### config.mk
export PLATFORM = sky130hd
export DESIGN_NAME = l2_ecc_err_monitor
export DESIGN_NICKNAME = d
export VERILOG_FILES = /design/src/rtl/l2_ecc_err_monitor.sv
export SDC_FILE = /design/constraint.sdc
export NUM_CORES = 1
export LEC_CHECK = 0
export BUFFER_PORTS_ARGS = -buffer_cell sky130_fd_sc_hd__buf_2
export CAP_MARGIN = 40
export CELL_PAD_IN_SITES_DETAIL_PLACEMENT = 1
export CELL_PAD_IN_SITES_GLOBAL_PLACEMENT = 1
export CORE_MARGIN = 4
export CORE_UTILIZATION = 32
export DETAILED_ROUTE_END_ITERATION = 16
export PLACE_DENSITY_LB_ADDON = 0.08
export SETUP_SLACK_MARGIN = 0.5
export SLEW_MARGIN = 20
export SYNTH_ARGS = -nofsm -noshare
export SYNTH_HDL_FRONTEND = slang
export SYNTH_SLANG_ARGS = --single-unit
export TNS_END_PERCENT = 10
### constraint.sdc
create_clock -name clk_i -period 2.4 [get_ports clk_i]
set_input_delay 0.48 -clock clk_i [delete_from_list [all_inputs] [get_ports clk_i]]
set_output_delay 0.48 -clock clk_i [all_outputs]
set_load 0.005 [all_outputs]
### src/rtl/l2_ecc_err_monitor.sv
// l2_ecc_err_monitor: passive ECC-error monitor on the L2 AXI R/B response path with a flat register port.
// Define L2_ECC_MON_IRQ_EN to build the threshold interrupt (THRESH, CTRL.irq_en, STATUS.irq_pend, IRQ state).
module l2_ecc_err_monitor #(
   parameter int unsigned AxiIdWidth   = 5,
   parameter int unsigned AxiUserWidth = 1,
   parameter int unsigned EccErrBit    = 0,
   parameter int unsigned CntWidth     = 16
) (
   input  logic                    clk_i,
   input  logic                    rst_ni,
   input  logic                    r_valid_i,
   input  logic                    r_ready_i,
   input  logic [AxiIdWidth-1:0]   r_id_i,
   input  logic [AxiUserWidth-1:0] r_user_i,
   input  logic                    b_valid_i,
   input  logic                    b_ready_i,
   input  logic [AxiIdWidth-1:0]   b_id_i,
   input  logic [AxiUserWidth-1:0] b_user_i,
   input  logic                    reg_valid_i,
   input  logic                    reg_write_i,
   input  logic [4:0]              reg_addr_i,
   input  logic [31:0]             reg_wdata_i,
   output logic                    reg_ready_o,
   output logic [31:0]             reg_rdata_o,
   output logic                    reg_error_o,
   output logic                    ecc_error_o,
   output logic                    irq_o
);

   typedef enum logic [1:0] {
      ARMED    = 2'd0,
      CAPTURED = 2'd1,
      IRQ      = 2'd2
   } state_e;

   localparam logic [4:0] ADDR_STATUS = 5'h00;
   localparam logic [4:0] ADDR_R_CNT  = 5'h04;
   localparam logic [4:0] ADDR_B_CNT  = 5'h08;
   localparam logic [4:0] ADDR_FIRST  = 5'h0C;
   localparam logic [4:0] ADDR_THRESH = 5'h10;
   localparam logic [4:0] ADDR_CTRL   = 5'h14;
   localparam logic [4:0] ADDR_CLEAR  = 5'h18;

   function automatic logic is_sat(input logic [CntWidth-1:0] v);
      return &v;
   endfunction

   function automatic logic [CntWidth-1:0] sat_inc(input logic [CntWidth-1:0] v);
      return is_sat(v) ? v : v + CntWidth'(1);
   endfunction

   logic                  r_evt, b_evt;
   logic                  req_acc, addr_ok, clr;
   logic                  en_q;
   logic [CntWidth-1:0]   r_cnt_q, b_cnt_q;
   logic [CntWidth-1:0]   r_cnt_base, b_cnt_base;
   logic                  r_ovf_q, b_ovf_q;
   logic                  r_ovf_base, b_ovf_base;
   logic                  err_seen_q;
   logic                  irq_pend_q;
   logic                  irq_en_q;
   logic [CntWidth-1:0]   thresh_q;
   logic [AxiIdWidth-1:0] first_id_q;
   logic                  first_ch_q;
   state_e                state_q, state_base;
   logic [31:0]           rd_val;
   logic                  unused_in;

   assign unused_in = ^{reg_wdata_i, r_user_i, b_user_i};

   assign r_evt = en_q & r_valid_i & r_ready_i & r_user_i[EccErrBit];
   assign b_evt = en_q & b_valid_i & b_ready_i & b_user_i[EccErrBit];

   // A request is taken only when no completion pulse is on the bus, giving one idle cycle per access.
   assign req_acc = reg_valid_i & ~reg_ready_o;
   assign addr_ok = (reg_addr_i[1:0] == 2'b00) && (reg_addr_i <= ADDR_CLEAR);
   assign clr     = req_acc & reg_write_i & (reg_addr_i == ADDR_CLEAR);

   // CLEAR takes effect before any event of the same cycle is accounted.
   assign r_cnt_base = clr ? '0 : r_cnt_q;
   assign b_cnt_base = clr ? '0 : b_cnt_q;
   assign r_ovf_base = clr ? 1'b0 : r_ovf_q;
   assign b_ovf_base = clr ? 1'b0 : b_ovf_q;
   assign state_base = clr ? ARMED : state_q;

   always_ff @(posedge clk_i) begin
      if (!rst_ni) begin
         r_cnt_q <= '0;
         b_cnt_q <= '0;
         r_ovf_q <= 1'b0;
         b_ovf_q <= 1'b0;
      end else begin
         r_cnt_q <= r_evt ? sat_inc(r_cnt_base) : r_cnt_base;
         b_cnt_q <= b_evt ? sat_inc(b_cnt_base) : b_cnt_base;
         r_ovf_q <= r_ovf_base | (r_evt & is_sat(r_cnt_base));
         b_ovf_q <= b_ovf_base | (b_evt & is_sat(b_cnt_base));
      end
   end

`ifdef L2_ECC_MON_IRQ_EN
   logic [CntWidth:0] cnt_sum;
   logic              thr_hit;

   // Sum is one bit wider than the counters so two saturated counters never wrap.
   assign cnt_sum = {1'b0, r_cnt_q} + {1'b0, b_cnt_q};
   assign thr_hit = irq_en_q && (thresh_q != '0) && (cnt_sum >= {1'b0, thresh_q});
   assign irq_o   = irq_pend_q & irq_en_q;
`else
   assign irq_pend_q = 1'b0;
   assign irq_en_q   = 1'b0;
   assign thresh_q   = '0;
   assign irq_o      = 1'b0;
`endif

   always_ff @(posedge clk_i) begin
      if (!rst_ni) begin
         state_q    <= ARMED;
         err_seen_q <= 1'b0;
         first_id_q <= '0;
         first_ch_q <= 1'b0;
`ifdef L2_ECC_MON_IRQ_EN
         irq_pend_q <= 1'b0;
`endif
      end else begin
         if (clr) begin
            state_q    <= ARMED;
            err_seen_q <= 1'b0;
            first_id_q <= '0;
            first_ch_q <= 1'b0;
`ifdef L2_ECC_MON_IRQ_EN
            irq_pend_q <= 1'b0;
`endif
         end
         case (state_base)
            ARMED: begin
               if (r_evt | b_evt) begin
                  state_q    <= CAPTURED;
                  err_seen_q <= 1'b1;
                  first_id_q <= r_evt ? r_id_i : b_id_i;
                  first_ch_q <= ~r_evt;
               end
            end
            CAPTURED: begin
`ifdef L2_ECC_MON_IRQ_EN
               if (thr_hit) begin
                  state_q    <= IRQ;
                  irq_pend_q <= 1'b1;
               end
`endif
            end
            default: begin
            end
         endcase
      end
   end

   always_ff @(posedge clk_i) begin
      if (!rst_ni) begin
         en_q <= 1'b0;
`ifdef L2_ECC_MON_IRQ_EN
         irq_en_q <= 1'b0;
         thresh_q <= '0;
`endif
      end else if (req_acc && reg_write_i) begin
         case (reg_addr_i)
            ADDR_CTRL: begin
               en_q <= reg_wdata_i[0];
`ifdef L2_ECC_MON_IRQ_EN
               irq_en_q <= reg_wdata_i[1];
`endif
            end
`ifdef L2_ECC_MON_IRQ_EN
            ADDR_THRESH: thresh_q <= reg_wdata_i[CntWidth-1:0];
`endif
            default: begin
            end
         endcase
      end
   end

   always_comb begin
      rd_val = '0;
      case (reg_addr_i)
         ADDR_STATUS: rd_val[3:0] = {irq_pend_q, b_ovf_q, r_ovf_q, err_seen_q};
         ADDR_R_CNT:  rd_val[CntWidth-1:0] = r_cnt_q;
         ADDR_B_CNT:  rd_val[CntWidth-1:0] = b_cnt_q;
         ADDR_FIRST: begin
            rd_val[AxiIdWidth-1:0] = first_id_q;
            rd_val[31]             = first_ch_q;
         end
         ADDR_THRESH: rd_val[CntWidth-1:0] = thresh_q;
         ADDR_CTRL:   rd_val[1:0] = {irq_en_q, en_q};
         default: begin
         end
      endcase
   end

   // Response stage: read data is captured at the sampling edge and presented for one cycle.
   always_ff @(posedge clk_i) begin
      if (!rst_ni) begin
         reg_ready_o <= 1'b0;
         reg_rdata_o <= '0;
         reg_error_o <= 1'b0;
      end else begin
         reg_ready_o <= req_acc;
         reg_error_o <= req_acc & ~addr_ok;
         reg_rdata_o <= (req_acc && !reg_write_i && addr_ok) ? rd_val : '0;
      end
   end

   assign ecc_error_o = err_seen_q;

endmodule

==> metrics <==
outcome complete, no violations; Max Clock Skew 0.00762 ns; Worst Hold Class in2reg; Yosys cell types 52; CP arrival between 2 and 2.5 ns; Power Density 535 nW/µm²; CTS sink cnt 63; EDFF count, synth 0; P_leak 0.00153 µW; Synth Register Bits 63; Ports between 90 and 100; total net switching power 489 µW; clock latency on the worst-skew pair 0.34 ns; total CTS buffers 9; commonest non-fill, non-tap cell in the layout dfxtp_1; Syn Std Cell Area 3130 µm²; RSZ-0062 raised after global routing yes; CP delay by family, top simple AND/OR/NAND/NOR gates; Pwr Total 2190 µW; Startpoint Class register; Sw Share 0.224; main flop type after synthesis dfxtp_1; core area about 9400 µm²; CP max FO 5; Placed Instance Area approximately 3700 µm²; Starting DRT DRC Count roughly 100; Clock Pin Slew Worst Setup and Hold Paths 0.08 ns; total grt overflow 0; WL per Instance ~18 µm; Routed Antenna Nets 0; final instance area 4090 µm²; vias in the first global route around 3200; critical path type reg2reg; Syn Inst Count approximately 360; Required @ worst endpoint about 2.7 ns; CP max stage delay roughly 0.36 ns; filler instances between 1000 and 1500; Post-route DRC 0; endpoints failing setup 0; Multi-input gate area ~1900 µm²; number of inserted diodes 0; Initial Util 0.334; most frequent cells in the layout 62 x dfxtp_1, 45 x buf_2, 42 x buf_4; Area Overhead vs Synth 30.4%; period utilization 0.877; share of cells above drive strength 1 0.311; WL final around 10 mm; via count ~3000; Int Pwr approximately 1700 µW; hpwl dp around 7.6 mm; Hold Vio Cnt, Final 0; Nets 502; Comb pwr share 0.049; maximum clock insertion buffer count 2; drt via density 5.17; Relative slew margins 0.446; Worst Tran Pin Value slightly above 0.8 ns; Seq/Total Area, Yosys 0.402; drt first pass iters 4; Die W 107 µm; H-tree levels 3; initial antenna violation count 0; CP Capture Type register; CP cell instances and4b_1, nand2_2, buf_6, and2_4, ha_4, nand3_1, nor3_1, nor4_1, mux2i_1; global-route usage over all layers 0.187; gpl congestion between 0.8 and 0.9; Die ar. roughly 11000 µm²; peak supply drop between 0.0002 and 0.0003 V; Post-Syn Area per Cell 8.73 µm²; Port Buffers 45; # hold bufs at CTS 0; die height ~110 µm; sequential power share 0.479; Post-synth ARST share 0; fmax about 0.47 GHz; min Tclk post-route 2.11 ns; first-pass GRT wire length approximately 17 mm; CP max-delay cell nor4_1; row count 35; Synth warnings 0; clock root cell clkbuf_8; Clock power frac 0.471; largest net degree at the start of global routing 15; Sequential Area around 1300 µm²; CTS tree yes; Final Max Tran Viols 0; maxcap violations 0; worst hold slack approximately 0.38 ns; WP buf/inv 1
-- power groups by stage --
stage / combinational (µW) / clock (µW) / sequential (µW)
after global placement: 104 / 0 / 1070
after global routing: 119 / 1120 / 1050
after CTS: 107 / 1060 / 1050
final: 107 / 1030 / 1050
after floorplan: 61.0 / 0 / 1070
after detailed placement: 105 / 0 / 1070
-- final timing paths --
path	startpoint	to	slack (ns)	cells after the start
min reg2reg	r_ovf_q$_SDFF_PN0_	r_ovf_q$_SDFF_PN0_	0.47	1
max reg2reg	reg_ready_o$_SDFF_PN0_	b_cnt_q[7]$_SDFF_PN0_	0.29	9
max	reg_ready_o$_SDFF_PN0_	b_cnt_q[7]$_SDFF_PN0_	0.29	9
min	reg_wdata_i[0]	en_q$_SDFFE_PN0P_	0.38	3
-- logic make-up after synthesis --
group / share of synthesized area
AOI/OAI and AO/OA: 0.146
xor gates and xnor gates: 0.0531
adders and majority gates: 0.00798
buffers and inverters: 0.0643
DFF: 0.402
muxes: 0.0471
other: 0.00120
and+or+nand+nor: 0.278
-- area by class of cell --
class,count,share of cell area
clock buffers,11,0.0346
flip-flops and latches,63,0.309
multi-input cells,275,0.457
inverters,5,0.00459
clock inverters,4,0.0171
repair buffers,89,0.138
well taps,129,0.0395
-- what timing repair did --
item,CTS,global route
pin swaps,7,6
setup buffers,4,1
gates resized for setup,14,6
setup endpoints to repair,32,35
-- synthesized netlist by cell type (all sizes together) (7+ instances only) --
master  instances  area [µm²]
a211oi          7        62.6
a21oi          16        80.1
a22oi          14         105
and4           10        87.6
buf            19         136
clkbuf         12        46.3
dfxtp          63        1260
mux2i           8        80.1
nand2          36         135
nand3          12        60.1
nand4          13        81.3
nor2           41         154
nor3           13        70.1
nor4           14        87.6
xnor2          14         123
-- sequential cells by signal, indices dropped and copies added, names as in the netlist --
register	flops
reg_rdata_o	17
state_q	2
reg_ready_o	1
first_ch_q	1
r_ovf_q	1
ecc_error_o	1
r_cnt_q	16
reg_error_o	1
first_id_q	5
b_ovf_q	1
b_cnt_q	16
en_q	1
-- stage by stage --
step                TNS (ns)  utilization  std cells  worst slack (ns)
CTS                        0        0.432        575             0.261
finish                     0        0.436        576             0.294
global placement      -0.809        0.399        556            -0.143
global route               0        0.436        576             0.191
detailed placement     -1.24        0.399        556            -0.146
floorplan                  0            -        374             0.139
-- per-layer routing --
layer	global-route usage	vias to the layer above	part of all wire	routed length [µm]
met1	0.236	1442	0.46	4650
met2	0.312	65	0.48	4850
met3	0.0367	17	0.035	349
met4	0.0785	0	0.024	242
met5	0	-	0	0
li1	-	1456	-	-
-- worst reg2reg max path, delay by kind of cell, from the launching register on --
family | cells | cell delay, ns
multiplexers | 1 | 0.22
flip-flops | 1 | 0.33
adder cells (fa/ha/maj) | 1 | 0.16
buffers and inverters | 1 | 0.16
AND/OR/NAND/NOR | 6 | 1.18
Power figures use the tool's default switching activity.
